[config.mk]
export PLATFORM = sky130hd
export DESIGN_NAME = vga_screen_mux
export DESIGN_NICKNAME = d
export VERILOG_FILES = /design/src/rtl/vga_screen_mux.sv
export SDC_FILE = /design/constraint.sdc
export NUM_CORES = 1
export LEC_CHECK = 0
export CAP_MARGIN = 20
export CORE_UTILIZATION = 44
export DETAILED_ROUTE_END_ITERATION = 8
export HOLD_SLACK_MARGIN = 0.08
export PLACE_DENSITY_LB_ADDON = 0.1
export RECOVER_POWER = 100
export REMOVE_ABC_BUFFERS = 1
export SETUP_SLACK_MARGIN = 0.3
export SLEW_MARGIN = 20
export SYNTH_ARGS = -nofsm -noshare
export SYNTH_HDL_FRONTEND = slang
export SYNTH_SLANG_ARGS = --single-unit
[constraint.sdc]
create_clock -name clk -period 3.73 [get_ports clk]
set_input_delay 0.746 -clock clk [delete_from_list [all_inputs] [get_ports clk]]
set_output_delay 0.746 -clock clk [all_outputs]
set_load 0.05 [all_outputs]
[src/rtl/vga_screen_mux.sv]
// Frame-synchronous N-way VGA stream selector with black (or fade-in) frames after a switch.
// Optional fade-in during the blank phase: define SCREEN_MUX_FADE_EN.
module vga_screen_mux #(
  parameter int N_SRC        = 4,
  parameter int CNT_W        = 11,
  parameter int RGB_W        = 12,
  parameter int RST_SRC      = 0,
  parameter int BLANK_FRAMES = 2
) (
  input  logic                       clk,
  input  logic                       rst,
  input  logic [$clog2(N_SRC)-1:0]   sel,
  input  logic [N_SRC*CNT_W-1:0]     src_hcount,
  input  logic [N_SRC*CNT_W-1:0]     src_vcount,
  input  logic [N_SRC-1:0]           src_hsync,
  input  logic [N_SRC-1:0]           src_vsync,
  input  logic [N_SRC-1:0]           src_hblnk,
  input  logic [N_SRC-1:0]           src_vblnk,
  input  logic [N_SRC*RGB_W-1:0]     src_rgb,
  output logic [CNT_W-1:0]           out_hcount,
  output logic [CNT_W-1:0]           out_vcount,
  output logic                       out_hsync,
  output logic                       out_vsync,
  output logic                       out_hblnk,
  output logic                       out_vblnk,
  output logic [RGB_W-1:0]           out_rgb,
  output logic [$clog2(N_SRC)-1:0]   cur_src,
  output logic                       switching
);

  localparam int SEL_W = $clog2(N_SRC);
  localparam int CH_W  = RGB_W / 3;

  typedef enum logic [1:0] {SHOW, PENDING, BLANK} state_t;

  state_t           state, state_nxt;
  logic [SEL_W-1:0] cur, cur_nxt, pend;
  logic [3:0]       blank_cnt, cnt_nxt;
  logic             fs, sel_ok;
  logic [RGB_W-1:0] rgb_sel, rgb_nxt;

  assign sel_ok = 32'(sel) < N_SRC;
  assign fs     = (src_hcount[CNT_W*int'(cur) +: CNT_W] == '0) &&
                  (src_vcount[CNT_W*int'(cur) +: CNT_W] == '0);

  always_comb begin
    state_nxt = state;
    cur_nxt   = cur;
    cnt_nxt   = blank_cnt;
    case (state)
      SHOW: begin
        if (pend != cur) state_nxt = PENDING;
      end
      PENDING: begin
        if (pend == cur) begin
          state_nxt = SHOW;
        end else if (fs) begin
          cur_nxt = pend;
          if (BLANK_FRAMES == 0) begin
            state_nxt = SHOW;
          end else begin
            state_nxt = BLANK;
            cnt_nxt   = 4'(BLANK_FRAMES);
          end
        end
      end
      BLANK: begin
        // The blank phase always runs to completion; pend is only re-examined at its end.
        if (fs) begin
          cnt_nxt = blank_cnt - 4'd1;
          if (cnt_nxt == 4'd0) state_nxt = (pend != cur) ? PENDING : SHOW;
        end
      end
      default: state_nxt = SHOW;
    endcase
  end

  // Output pixel follows the post-edge source and state so the switch lands exactly on fs.
  always_comb begin
    rgb_sel = src_rgb[RGB_W*int'(cur_nxt) +: RGB_W];
    rgb_nxt = rgb_sel;
    if (state_nxt == BLANK) begin
`ifdef SCREEN_MUX_FADE_EN
      for (int c = 0; c < 3; c++) begin
        if (32'(cnt_nxt) >= CH_W) rgb_nxt[c*CH_W +: CH_W] = '0;
        else rgb_nxt[c*CH_W +: CH_W] = rgb_sel[c*CH_W +: CH_W] >> cnt_nxt;
      end
`else
      rgb_nxt = '0;
`endif
    end
  end

  always_ff @(posedge clk or posedge rst) begin
    if (rst) begin
      state     <= SHOW;
      cur       <= SEL_W'(RST_SRC);
      pend      <= SEL_W'(RST_SRC);
      blank_cnt <= 4'd0;
    end else begin
      state     <= state_nxt;
      cur       <= cur_nxt;
      blank_cnt <= cnt_nxt;
      if (sel_ok) pend <= sel;
    end
  end

  always_ff @(posedge clk or posedge rst) begin
    if (rst) begin
      out_hcount <= '0;
      out_vcount <= '0;
      out_hsync  <= 1'b0;
      out_vsync  <= 1'b0;
      out_hblnk  <= 1'b0;
      out_vblnk  <= 1'b0;
      out_rgb    <= '0;
      switching  <= 1'b0;
    end else begin
      out_hcount <= src_hcount[CNT_W*int'(cur_nxt) +: CNT_W];
      out_vcount <= src_vcount[CNT_W*int'(cur_nxt) +: CNT_W];
      out_hsync  <= src_hsync[cur_nxt];
      out_vsync  <= src_vsync[cur_nxt];
      out_hblnk  <= src_hblnk[cur_nxt];
      out_vblnk  <= src_vblnk[cur_nxt];
      out_rgb    <= rgb_nxt;
      switching  <= (state_nxt != SHOW);
    end
  end

  assign cur_src = cur;

endmodule
==> metrics, run 1 <==
FF-to-FF End=blank_cnt[0]; switch share=0.282; Pint=1.04 mW; status=finished, violations left; Crit. path cell count=9; per-cell routed wire length=18.6 µm; simple-gate area share of the yosys netlist=0.235; first-pass GRT wire length=20400 µm; ys async rst share=1.00; H-Tree Depth=2; hold_buf cts=0; count of final max-slew check failures=29; Yosys top cell by area=dfrtp_1; full die area=just over 9000 µm²; logic gate share of total power=0.296; Psw=0.410 mW; hold path start=blank_cnt[3]; Syn Inst Count=around 440; Max Cap Violations=1; worst path cell trace=clkdlybuf4s50_1 > nor4_1 > nand4_1 > nor4_1 > o211ai_1 > buf_4 > a211oi_1 > o21ai_0 > o211a_1; Worst Hold Class=reg -> reg; Die Height=96.5 µm; Crit. End Element=register; Worst Path Required=3930 ps; area of the mapped netlist=3930 µm²; NumNets Final=between 700 and 800; Seq pwr share=0.388; GRT Overall Usage=0.287; most frequent cell after synthesis=mux2i_1; total grt overflow=0; adder and majority cell fraction of the synthesized area=0.00637; Vias/cell=5.78; antenna fix cells=0; synthesized flop and latch total=49; post-synthesis xor/xnor area fraction=0.00223; die span in x=96.5 µm; Via Count=4197; Placer Congestion=0.846; Fin Hold WS=553 ps; failing checks=capacitance limit, slew limit; crit path DAT=3530 ps; compound-cell area share of the yosys netlist=0.192; clock group share of total power=0.316; initial antenna violation count=0; Max Clk Rate=approximately 300 MHz; worst skew pair latency=310 ps; Max clock buf depth=2; worst hold stages=1; post-synthesis mux area share=0.199; CTS buffer count=5; CP top delay family=compound AO/OA/AOI/OAI gates; final hold violations=0; worst slew pin tran=~1600 ps; Worst setup SP type=input pin; Clock Sinks=49; Setup Buffers After CTS=0; Starting Density=0.453; post-cts sizing count=0; critical path class=in -> reg; worst reg2reg path startpoint=cur_src[0]; Reg2Reg Setup Slack=1020 ps; period utilization=0.891; CTS tree=yes; setup violators final=0; main flop type after synthesis=dfrtp_1; pwr dens=241 nW/µm²; Slew HR=-0.0986; Worst Reg-to-Reg Cells=8; RSZ-0062 raised after global routing=no; Layout Skew=5.15 ps; Most Frequent Cell on Critical Path=nor4_1; Initial DRC Count=114; ratio of cells with drive above 1 in the final layout=0.0534; Detailed Place HPWL=between 10000 and 15000 µm; # IOs=197; vias in the first global route=4277; clock root buffer=clkbuf_8; clk slew on worst S/H paths=100 ps; CP max FO=16; Hold Path Sink=blank_cnt[3]; Synth area leaders=dfrtp_1 31%, mux2i_1 20%, nand2b_1 7.8%; sequential-to-total area share from yosys stat=0.312; syn_area_per_cell=9.01 µm²; Synth top cells by count=78 x mux2i_1, 56 x nand2_1, 49 x dfrtp_1, 49 x nand2b_1, 34 x nor2_1; CP max stage cell=a211oi_1; utilization after layout=0.696; First-pass DRT Iterations=5; EDFF count, synth=0; top-area cell type share of the netlist area=0.312; Syn-to-layout area delta=53.7%; Buffers & Inverters on Critical Path=2; post-synthesis cell type count=46; # rows=34; DRT Wirelength=approximately 14000 µm; Final Critical Period=3320 ps; largest net degree at the start of global routing=53; Leak=2.85 nW; IO buf count=196; number of remaining DRC errors=0; largest family of logic cells by synthesized area=simple AND/OR/NAND/NOR gates; Core ar.=8680 µm²; Synth Warn #=0; crit-path max cell delay=490 ps; DRT antenna net count=0; Worst VDD drop=0.150 mV
## layer usage
metal | GRT usage | share of wire
met4 | 0.102 | 0.024
met1 | 0.314 | 0.38
met2 | 0.543 | 0.51
met5 | 0 | 0
met3 | 0.0595 | 0.084
## state kept, by name, summed over array words and instances, names as in the netlist
| signal | flops |
|---|---|
| blank_cnt | 4 |
| out_vcount | 11 |
| switching | 1 |
| out_rgb | 12 |
| pend | 2 |
| out_hsync | 1 |
| out_hcount | 11 |
| out_vsync | 1 |
| out_vblnk | 1 |
| out_hblnk | 1 |
| cur_src | 2 |
| state | 2 |
## power groups by stage
stage / Combinational [mW] / Sequential, mW / Clock (mW)
2_1_floorplan: 0.0922 / 0.661 / 0
3_3_place_gp: 0.437 / 0.575 / 0
3_5_place_dp: 0.444 / 0.576 / 0
4_1_cts: 0.446 / 0.565 / 0.466
5_1_grt: 0.458 / 0.567 / 0.489
6_report: 0.431 / 0.564 / 0.459
## layout by cell type (no fill, tap or decap), drive strengths merged, types with 10 or more instances in the layout
cell type,netlist,layout
nor2,34,34
dlygate4sd3,0,44
nand2b,49,49
o22ai,14,14
a221oi,25,25
clkdlybuf4s50,0,152
nand2,56,56
mux2i,78,78
buf,13,10
nor4,17,17
dfrtp,49,49
a211oi,25,25
## worst max-delay path by stage
| stage | from | end |
|---|---|---|
| global placement | src_vcount[16] | blank_cnt[0] |
| global route | rst | out_vcount[9] |
| floorplan | cur_src[0] | out_hblnk |
| finish | src_vcount[33] | blank_cnt[0] |
| detailed placement | src_vcount[16] | out_hblnk |
| CTS | src_vcount[16] | blank_cnt[0] |
## worst reg2reg max path, stage by stage (launching register included)
cell and delay, ps:
dfrtp_2 450, nor4b_1 240, nand4_1 150, nor4_1 450, o211ai_1 240, buf_4 260, a211oi_1 490, o21ai_0 180
o211a_1 140
## area by class of cell
cell class	instances	area, µm²
Fill cell	746	2640
Multi-Input combinational cell	345	2440
Timing Repair Buffer	208	2070
Sequential cell	49	1230
Tap cell	108	135
Clock buffer	5	68.8
Clock inverter	3	65.1
Inverter	8	30.0
## kinds of logic (layout without fill, tap and decap cells)
family          Yosys count  in the layout
mux                      78             78
compound gates           88             88
simple gates            176            176
flops                    49             49
xor+xnor                  1              1
buf+inv                  42            224
fa+ha+maj                 2              2
## per-stage QoR
step | cell area (µm²) | worst slack (ps) | std cells | total power [mW] | setup TNS (ps)
after floorplan | 3750 | -1360 | 402 | 0.753 | -52280
after global placement | 5980 | 298 | 718 | 1.01 | 0
after detailed placement | 5980 | 240 | 718 | 1.02 | 0
after CTS | 6110 | 575 | 726 | 1.48 | 0
after global routing | 6040 | 233 | 726 | 1.51 | 0
final | 6040 | 407 | 726 | 1.45 | 0
Power figures use the tool's default switching activity.
==> inputs of run 2 (changes only) <==
CORE_UTILIZATION = 41   (was 44)
CTS_CLUSTER_DIAMETER = 80   (was default)
clock period = 3.8 ns   (was 3.73 ns; I/O delays follow)
==> run 2 against run 1 <==
Net effect:
- the flow now finishes without violations
- setup slack better by 35 ps
- core utilization fell by 4.8 points
- flip-flop and latch count stayed put
- clock-buffer cell count increased by 1
- hold slack lost 6.3 ps
- largest power group unchanged
==> metrics, run 2 (synthesis results as in run 1) <==
Layout Skew=13.4 ps (+8.23 ps); Worst setup SP type=input pin; Hold Path Sink=blank_cnt[3]; largest net degree at the start of global routing=53 (unchanged); switch share=0.309 (+0.0271); number of remaining DRC errors=0 (unchanged); Filler Cells Inserted=817 (+9.5%); Worst Path Required=3980 ps (+50 ps); Setup Buffers After CTS=0 (unchanged); worst slew pin tran=1250 ps (-393 ps); Via Count=4151 (-1.1%); Slew HR=0.163 (+0.261); register area=1230 µm² (unchanged); DRT antenna net count=0 (unchanged); Biggest register=out_rgb; per-cell routed wire length=18.0 µm (-3.2%); post-cts sizing count=0 (unchanged); Psw=0.399 mW (-2.7%); area occupied by multi-input gates=2460 µm² (+0.61%); CTS buffer count=5 (unchanged); Starting Density=0.423 (-0.0295); pwr dens=214 nW/µm² (-11%); cell area after layout=6010 µm² (-0.46%); # rows=35 (+2.9%); full die area=9980 µm² (+7.2%); Leak=2.81 nW (-1.1%); Max clock buf depth=2 (unchanged); CP max FO=12 (-4); setup violators final=0 (unchanged); ratio of cells with drive above 1 in the final layout=0.0519 (-0.00153); count of final max-slew check failures=0 (-100%); total grt overflow=0 (unchanged); logic gate share of total power=0.328 (+0.032); commonest non-fill, non-tap cell in the layout=clkdlybuf4s50_1; critical path class=in -> reg; IO buf count=196 (unchanged); hold path start=blank_cnt[3]; Core ar.=9280 µm² (+7.0%); Detailed Place HPWL=10200 µm (-1.4%); Crit. End Element=register; Die Height=99.9 µm (+3.5%); Vias/cell=5.56 (-3.7%); GRT Overall Usage=0.264 (-0.0228); final hold violations=0 (unchanged); max FFs per register=12 (unchanged); Clock Sinks=49 (unchanged); clock root buffer=clkbuf_8; Reg2Reg Setup Slack=850 ps (-170 ps); Worst VDD drop=0.146 mV (-3.2%); Final Critical Period=3360 ps; clock group share of total power=0.243 (-0.073); H-Tree Depth=2 (unchanged); CTS tree=yes; RSZ-0062 raised after global routing=no; Initial DRC Count=162 (+42%); # IOs=197 (unchanged); Pint=0.891 mW (-15%); FF-to-FF End=out_rgb[7]; Placer Congestion=0.908 (+7.4%); die span in x=99.9 µm (+3.5%); DRT Wirelength=13500 µm (-0.49%); vias in the first global route=4028 (-5.8%); clk slew on worst S/H paths=100 ps (about the same); Final Power=1.29 mW (-11%); Seq pwr share=0.429 (+0.041); area post-placement=5980 µm² (+0.10%); Largest regs=out_rgb (12), out_hcount (11), out_vcount (11); hold_buf cts=0 (unchanged); initial antenna violation count=0 (unchanged); Syn-to-layout area delta=53.0%; Max Cap Violations=0 (-1); worst hold stages=1 (unchanged); First-pass DRT Iterations=4 (-1); Worst Reg-to-Reg Cells=8 (unchanged); most frequent cells in the layout=152 x clkdlybuf4s50_1, 78 x mux2i_1, 56 x nand2_1; antenna fix cells=0 (unchanged); worst skew pair latency=310 ps (about the same); period utilization=0.884; NumNets Final=774 (-0.13%); Worst Hold Class=reg -> reg; Max Clk Rate=298 MHz; first-pass GRT wire length=20600 µm (+0.91%); worst reg2reg path startpoint=cur_src[0]; status=finished clean; crit path DAT=3540 ps (about the same)
run 2: cell types whose count changed in the layout (fill, tap and decap cells not counted), sizes merged:
| cell | before | now |
|---|---|---|
| bufinv | 2 | 0 |
| clkinv | 1 | 2 |
run 2: worst max-delay path, stage by stage:
cell and delay [ps]:
clkdlybuf4s50_1 440, nor4b_1 420, nand4_1 180, nor4_1 470
o211ai_1 370, a211o_1 460, nand3_1 110, buf_4 220
o22ai_1 100
run 2: metrics by stage:
| stage | setup TNS, ps | setup WS [ps] | cells | hold WS, ps | util |
|---|---|---|---|---|---|
| 6_report | 0 | 442 | 746 | 547 | 0.648 |
| 4_1_cts | 0 | 642 | 746 | 544 | 0.654 |
| 3_5_place_dp | 0 | 332 | 738 | 525 | 0.645 |
| 2_1_floorplan | -49480 | -1290 | 402 | 500 | - |
| 5_1_grt | 0 | 255 | 746 | 586 | 0.648 |
| 3_3_place_gp | 0 | 402 | 738 | 517 | 0.645 |
run 2: per-layer routing:
| layer | vias to the layer above | part of all wire | global-route usage |
|---|---|---|---|
| li1 | 1975 | - | - |
| met5 | - | 0 | 0 |
| met3 | 17 | 0.074 | 0.0564 |
| met2 | 169 | 0.51 | 0.497 |
| met1 | 1990 | 0.39 | 0.298 |
| met4 | 0 | 0.020 | 0.0758 |
run 2: worst max path at each step:
stage | startpoint | end | slack (ps) | cells past startpoint
after floorplan | cur_src[0] | out_hblnk | -1290 | 7
after detailed placement | src_hcount[34] | out_rgb[0] | 330 | 9
after global routing | src_hcount[34] | out_rgb[1] | 250 | 9
final | src_hcount[34] | out_rgb[7] | 440 | 9
after CTS | src_hcount[33] | out_hcount[6] | 640 | 9
after global placement | src_hcount[33] | out_rgb[11] | 400 | 9
run 2: area by class of cell:
class / count / area share
clock buffers: 6 / 0.0121
clock inverters: 2 / 0.00166
inverters: 8 / 0.00499
multi-input cells: 345 / 0.409
flip-flops and latches: 49 / 0.204
well taps: 129 / 0.0268
repair buffers: 207 / 0.341
run 2: power groups by stage:
| stage | clock, mW | sequential, mW | combinational (mW) |
|---|---|---|---|
| floorplan | 0 | 0.649 | 0.0905 |
| global placement | 0 | 0.564 | 0.429 |
| finish | 0.314 | 0.553 | 0.423 |
| global route | 0.347 | 0.555 | 0.449 |
| CTS | 0.327 | 0.554 | 0.437 |
| detailed placement | 0 | 0.565 | 0.435 |
